<file path="src/rtl/deadlock_mon_pkg.sv">
// Shared definitions for the kernel deadlock monitors: default sizes,
// the monitor state encoding and the deadlock-candidate function.
package deadlock_mon_pkg;

    localparam int DEF_N_AXIS    = 2;
    localparam int DEF_N_INST    = 3;
    localparam int DEF_N_BLK     = 1;
    localparam int DEF_THRESHOLD = 16;
    localparam int DEF_CNT_W     = 16;

    // Vectors are zero-extended to this width before calling calc_cand.
    localparam int MAX_W = 32;

    typedef enum logic [1:0] {
        IDLE     = 2'd0,
        COUNTING = 2'd1,
        DEADLOCK = 2'd2
    } mon_state_t;

    // A kernel is a deadlock candidate when it is busy, every child is either
    // idle or stalled on its stream, and at least one stall flag is set.
    // Child i owns axis[i-1]; idle[0] is the parent.
    function automatic logic calc_cand(
        input logic [MAX_W-1:0] axis,
        input logic [MAX_W-1:0] idle,
        input logic [MAX_W-1:0] blk,
        input int               n_inst
    );
        logic all_quiet;
        all_quiet = 1'b1;
        for (int i = 1; i < MAX_W; i++) begin
            if (i < n_inst) begin
                all_quiet = all_quiet & (idle[i] | axis[i-1]);
            end
        end
        return ~idle[0] & all_quiet & ((|axis) | (|blk));
    endfunction

endpackage

</file>
<file path="src/rtl/deadlock_persist_counter.sv">
// Counts consecutive cycles with cand high. hit flags the cycle in which the
// count would reach THRESHOLD; the count then holds at THRESHOLD-1.
module deadlock_persist_counter
    import deadlock_mon_pkg::*;
#(
    parameter int THRESHOLD = DEF_THRESHOLD,
    parameter int CNT_W     = DEF_CNT_W
) (
    input  logic clock,
    input  logic reset,
    input  logic cand,
    input  logic freeze,
    output logic hit
);

    logic [CNT_W-1:0] cnt;

    assign hit = cand & (cnt == CNT_W'(THRESHOLD - 1));

    // Any cycle without cand restarts the run; freeze keeps the count once the
    // owner has latched its deadlock flag.
    always_ff @(posedge clock or posedge reset) begin
        if (reset) begin
            cnt <= '0;
        end else if (!freeze) begin
            if (!cand) begin
                cnt <= '0;
            end else if (!hit) begin
                cnt <= cnt + CNT_W'(1);
            end
        end
    end

endmodule

</file>
<file path="src/rtl/deadlock_kernel_idx0_monitor.sv">
// Deadlock monitor for kernel instance 0. Raises a sticky block flag after
// THRESHOLD consecutive cycles of a busy kernel whose children are all idle
// or stalled with at least one genuine stall.
module deadlock_kernel_idx0_monitor
    import deadlock_mon_pkg::*;
#(
    parameter int N_AXIS    = DEF_N_AXIS,
    parameter int N_INST    = DEF_N_INST,
    parameter int N_BLK     = DEF_N_BLK,
    parameter int THRESHOLD = DEF_THRESHOLD,
    parameter int CNT_W     = DEF_CNT_W
) (
    input  logic              clock,
    input  logic              reset,
    input  logic [N_AXIS-1:0] axis_block_sigs,
    input  logic [N_INST-1:0] inst_idle_sigs,
    input  logic [N_BLK-1:0]  inst_block_sigs,
    output logic              block
);

    logic [MAX_W-1:0] axis_ext;
    logic [MAX_W-1:0] idle_ext;
    logic [MAX_W-1:0] blk_ext;
    logic             cand;
    logic             hit;
    mon_state_t       state;

    assign axis_ext = MAX_W'(axis_block_sigs);
    assign idle_ext = MAX_W'(inst_idle_sigs);
    assign blk_ext  = MAX_W'(inst_block_sigs);
    assign cand     = calc_cand(axis_ext, idle_ext, blk_ext, N_INST);

    deadlock_persist_counter #(
        .THRESHOLD (THRESHOLD),
        .CNT_W     (CNT_W)
    ) u_persist (
        .clock  (clock),
        .reset  (reset),
        .cand   (cand),
        .freeze (block),
        .hit    (hit)
    );

    // Monitor FSM; DEADLOCK is absorbing and block is its registered output.
    always_ff @(posedge clock or posedge reset) begin
        if (reset) begin
            state <= IDLE;
            block <= 1'b0;
        end else begin
            case (state)
                IDLE: begin
                    if (hit) begin
                        state <= DEADLOCK;
                        block <= 1'b1;
                    end else if (cand) begin
                        state <= COUNTING;
                    end
                end
                COUNTING: begin
                    if (hit) begin
                        state <= DEADLOCK;
                        block <= 1'b1;
                    end else if (!cand) begin
                        state <= IDLE;
                    end
                end
                DEADLOCK: begin
                    state <= DEADLOCK;
                    block <= 1'b1;
                end
                default: begin
                    state <= IDLE;
                    block <= 1'b0;
                end
            endcase
        end
    end

endmodule

</file>
<file path="config.mk">
export PLATFORM = sky130hd
export DESIGN_NAME = deadlock_kernel_idx0_monitor
export DESIGN_NICKNAME = d
export VERILOG_FILES = /design/src/rtl/deadlock_mon_pkg.sv /design/src/rtl/deadlock_persist_counter.sv /design/src/rtl/deadlock_kernel_idx0_monitor.sv
export SDC_FILE = /design/constraint.sdc
export NUM_CORES = 1
export LEC_CHECK = 0
export ABC_CLOCK_PERIOD_IN_PS = 3800
export BUFFER_PORTS_ARGS = -buffer_cell sky130_fd_sc_hd__buf_4
export CAP_MARGIN = 20
export CORE_MARGIN = 3
export CORE_UTILIZATION = 60
export CTS_CLUSTER_DIAMETER = 60
export DETAILED_ROUTE_END_ITERATION = 7
export GPL_TIMING_DRIVEN = 0
export PLACE_DENSITY_LB_ADDON = 0.1
export SKIP_CTS_REPAIR_TIMING = 1
export SLEW_MARGIN = 20
export SYNTH_ARGS = -nofsm -noshare
export SYNTH_HDL_FRONTEND = slang
export SYNTH_SLANG_ARGS = --single-unit
</file>
<file path="constraint.sdc">
create_clock -name clock -period 3.8 [get_ports clock]
set_clock_uncertainty 0.2 [all_clocks]
set_input_delay 0.76 -clock clock [delete_from_list [all_inputs] [get_ports clock]]
set_output_delay 0.76 -clock clock [all_outputs]
set_load 0.05 [all_outputs]
</file>
## Word-level counts from Yosys, hierarchy flattened

Index checks and enable logic that the tools add are counted.

| storage, ports and cells | value |
|---|---|
| logic and storage cells | 34 |
| bits of input ports | 8 |
| output and inout port bits | 1 |
| register bits | 19 |

| operators by class | value |
|---|---|
| equal/unequal tests | 7 |
| muxes and demuxes | 9 |
| add/sub/neg operators | 1 |
| bitwise operators | 9 |
| reductions and logical operators | 5 |

Operators by type and width:

| cell | number |
|---|---|
| $mux W16 | 2 |
| $add A16 B1 Y16 const B | 1 |
| $eq A16 B4 Y1 const B | 1 |
| $mux W2 | 4 |
| $pmux W2 S3 | 1 |
| $and A1 B1 Y1 | 4 |
| $reduce_and A2 Y1 | 2 |
| $reduce_or A2 Y1 | 2 |
| $ne A3 B2 Y1 const B | 1 |
| $ne A3 B3 Y1 const B | 1 |
| $or A1 B1 Y1 | 3 |
| $eq A2 B1 Y1 const B | 1 |
| $eq A2 B2 Y1 const B | 1 |
| $logic_not A2 Y1 | 1 |
| $ne A2 B1 Y1 const B | 1 |
| $ne A2 B2 Y1 const B | 1 |
| $not A1 Y1 | 2 |
| $pmux W1 S2 | 1 |
| $mux W1 | 1 |

## Longest topological paths before layout

| depth | value |
|---|---|
| depth after elaboration | 7 |
| gate-level depth with buffers | 6 |
| gate-level depth less buffers | 5 |

## Cells and area by module

From an unflattened synthesis, not the netlist that was laid out.

| unflattened totals | value |
|---|---|
| cell total of the unflattened synthesis | 119 |
| area total of the unflattened synthesis | 1058.5 um^2 |

By module, submodules not included:

| module | cells each | sequential area each (um^2) | area each (um^2) | instances |
|---|---|---|---|---|
| deadlock_persist_counter | 105 | 400.4 | 915.9 | 1 |
| deadlock_kernel_idx0_monitor | 14 | 75.1 | 142.6 | 1 |

## Worst setup path before layout

No wires, ideal clock.

| path | value |
|---|---|
| path type | input -> register |
| start point | in inst_idle_sigs[0] |
| end point | reg u_persist.cnt[11] |
| slack | 1.779 ns |
| buffers on the path | 1 |
| cell stages on the path | 5 |
| setup time | 0.082 ns |
| data required time | 3.518 ns |
| arrival time | 1.739 ns |
| cells stage by stage | o21bai_1 > a211oi_2 > buf_2 > a31oi_1 > a31oi_1 |

| between the ends | value |
|---|---|
| longest elaborated chain between the ends | 6 |
| elaborated cells between the ends (all ways) | 7 |
| those cells by class | eq/ne (1); mux (1); bitwise (4); reduce/logical (1) |

RTL lines:

| item | RTL line | text |
|---|---|---|
| start, declared | deadlock_kernel_idx0_monitor.sv:16 | `input logic [N_INST-1:0] inst_idle_sigs,` |
| $not A1 Y1 * | deadlock_mon_pkg.sv:36 | `return ~idle[0] & all_quiet & ((\|axis) \| (\|blk));` |
| $and A1 B1 Y1 * (2 in a row) | deadlock_mon_pkg.sv:36 |  |
| $and A1 B1 Y1 | deadlock_persist_counter.sv:18 | `assign hit = cand & (cnt == CNT_W'(THRESHOLD - 1));` |
| $ne A2 B2 Y1 (no source line) | -- |  |
| $reduce_and A2 Y1 (no source line) | -- |  |
| end signal, assigned | deadlock_persist_counter.sv:29 | `cnt <= cnt + CNT_W'(1);` |
| end, declared | deadlock_persist_counter.sv:16 | `logic [CNT_W-1:0] cnt;` |

Every way passes the cells marked *; elsewhere a longest branch is shown, timed or not.
A chain may end at the register's enable or synchronous reset.

## Worst setup path after layout

| path | value |
|---|---|
| start point | reg u_persist.cnt[0] |
| end point | reg u_persist.cnt[14] |

| between the ends | value |
|---|---|
| longest elaborated chain between the ends | 4 |
| elaborated cells between the ends (all ways) | 7 |
| those cells by class | add/sub (1); eq/ne (2); mux (2); bitwise (1); reduce/logical (1) |

RTL lines:

| item |
|---|
| branches (longest 4 deep; another with $add A16 B1 Y16) |

Parallel ways; which one is timed is not known. The select of a mux whose other input is x is not followed.

==> flow_metrics.tcl <==
set metrics [dict create \
    path_class "register to register" \
    path_delay_family "flip-flops" \
    synth_cell_type_count 28 \
    num_vias 1019 \
    track_usage_pct 24.1 \
    clock_latency_ps 300 \
    yosys.area.top_type "dfrtp_1" \
    top_usage_layer "met2" \
    pin_count 9 \
    fmax_mhz 479 \
    grt_use_met3_pct 2.21 \
    finalSetupViolCount 0 \
    grt_max_degree 20 \
    drc_errors 0 \
    initial_core_util_pct 67.2 \
    placed_area_sq_um 1160 \
    start_kind "register" \
    syn-cell-area_sq_um 1070 \
    cts_made_buffers 3 \
    path_cells "ha_1, and3_1, nand4_1, clkbuf_1, a31oi_1, a31oi_1" \
    synth_edf_count 0 \
    synth_top_cell_area_share_pct 44.4 \
    max_cap_viol_count 0 \
    crit_path_frequent_cell "a31oi_1" \
    dp_hpwl_mm 1.75 \
    final_cells 154 \
    hold_viol 0 \
    area_growth_syn_to_layout_pct 10.9 \
    yosys_warnings 0 \
    synth.ff_latch_count 19 \
    chipWidth_microns 48.3 \
    synthTopCellsByCount "19 x a31oi_1, 19 x dfrtp_1, 8 x nand2_1, 8 x nand3_1, 7 x inv_1" \
    nFillCells 117 \
    p_leak_nw 0.500 \
    die_h_microns 48.3 \
    drtAntennaViolNets 0 \
    drv_slew 0 \
    endpoint_kind "register" \
    via_per_inst 6.62 \
    cts_root_buf "clkbuf_4" \
    slew_headroom_pct 53.4 \
    core_sq_um 1590 \
    rsz0062_at_grt "no" \
    crit_path_max_fanout 10 \
    placedCellCount 150 \
    clock_sinks 19 \
    drt_pass1_iterations 5 \
    diodes 0 \
    syn_avg_cell_area_sq_um 9.08 \
    async_flop_share_pct 100 \
    avgRoutedWirePerCell_microns 15.8 \
    first_iter_violations 50 \
    whs_ps 249 \
    grt_pass1_vias 926 \
    arrival_ps 2110 \
    period_needed_ps 2090 \
    ir_drop_v 0.000344 \
    cts_tree "built" \
    seq_area_frac_synth_pct 44.4 \
    totalWireLength_mm 2.43 \
    hp-class "register to register" \
    fin_tns_setup_ps 0 \
    status "finished, final reports clean" \
    grt_pass1_wl_mm 4.03 \
    syn-instance-count 118 \
    nets 140 \
    cp.buffers_inverters 1 \
    ys.flop_type "dfrtp_1" \
    clkTransAtPathRegs_ps 110 \
    drive_above_1_share_pct 12.3 \
    port_buffers 8 \
    synth.area.top_cells "dfrtp_1 44%, a31oi_1 11%, nand3_1 3.7%" \
    dieArea_sq_um 2330 \
    tightest_slew_ps 698 \
    powerDensity_nw_per_um2 423 \
    slowest_stage "dfrtp_1" \
    antenna_found_initial 0 \
    seq_area_sq_um 475 \
    grt_overflow_total 0 \
    use_met1_pct 34.0 \
    gp_congestion 0.906 \
    post-route-period-util_pct 55.0 \
    rows 14 \
    synth_fp_nets 127 \
    met2_usage_pct 38.5 \
    multi_input_comb_area_sq_um 546 \
    slowest_delay_ps 430 \
    fin_area_sq_um 1190 \
    htreeDepth 1 \
    worstPathRequired_ps 3820 \
    clockBufferDepth 2 \
]
-- worst reg2reg max path, delay by kind of cell, from the launching register on --
family	cells	cell delay, ps
AOI/OAI and AO/OA	2	310
adders and majority gates	1	250
buffers and inverters	1	400
DFF	1	430
and+or+nand+nor	2	410
-- power by group --
group | switching [W] | leakage [nW] | total, W | internal (W)
combinational | 0.0000789 | 0.230 | 0.000131 | 0.0000518
sequential | 0.0000410 | 0.255 | 0.000269 | 0.000228
clock | 0.0000619 | 0.0150 | 0.000103 | 0.0000409
total | 0.000182 | 0.500 | 0.000503 | 0.000321
-- logic make-up after synthesis --
kind of cell	share of synthesized area, %
mux	2.80
flops	44.4
simple gates	22.7
fa+ha+maj	1.17
compound gates	24.3
buf+inv	4.67
-- cells in the final DEF, fill, tap and decap left out, drive strengths merged, types with 2 or more instances in the layout --
| cell | n |
|---|---|
| a31oi | 19 |
| dfrtp | 19 |
| nand2b | 5 |
| o21bai | 2 |
| nor2 | 3 |
| nor4 | 6 |
| buf | 10 |
| mux2i | 3 |
| and3 | 3 |
| nor3 | 6 |
| nand2 | 8 |
| a41oi | 2 |
| nand3 | 8 |
| a21o | 3 |
| and4 | 2 |
| nand4 | 3 |
| clkbuf | 6 |
| inv | 7 |
| a21oi | 4 |
| o21ai | 6 |
-- final cells by class --
cell class | count | area share [%]
timing repair buffer | 8 | 5.06
tap | 24 | 2.53
sequential | 19 | 40.0
multi-input combinational | 88 | 45.9
buffer | 4 | 2.00
clock buffer | 4 | 2.21
inverter | 7 | 2.21
-- through the flow --
stage                     total power, W  setup WS (ps)  utilization (%)
after global placement          0.000397           1480             72.8
after detailed placement        0.000403           1470             72.8
after floorplan                 0.000360           1780                -
final                           0.000503           1710             74.5
after CTS                       0.000500           1750             74.5
after global routing            0.000532           1580             74.5
-- flip-flops by register name (all words and copies together) (netlist names) --
name           flops
state              2
u_persist.cnt     16
block              1
-- worst paths after layout --
check	from	endpoint	slack, ps	cells past startpoint
max reg2reg	u_persist.cnt[0]	u_persist.cnt[14]	1710	6
min in group asynchronous	reset	u_persist.cnt[3]	360	2
min reg2reg	state[1]	state[0]	250	1
max in group asynchronous	reset	u_persist.cnt[0]	2590	2
max	u_persist.cnt[0]	u_persist.cnt[14]	1710	6
min	state[1]	state[0]	250	1
-- per-layer routing --
layer  routed length [microns]  vias to the layer above  part of all wire [%]
met1                      1010                      479                    42
met5                         0                        -                     0
met2                      1170                       58                    48
met4                        30                        0                   1.2
met3                       216                        5                   8.9
li1                          -                      477                     -
No activity file was read; power rests on OpenSTA's default activity.
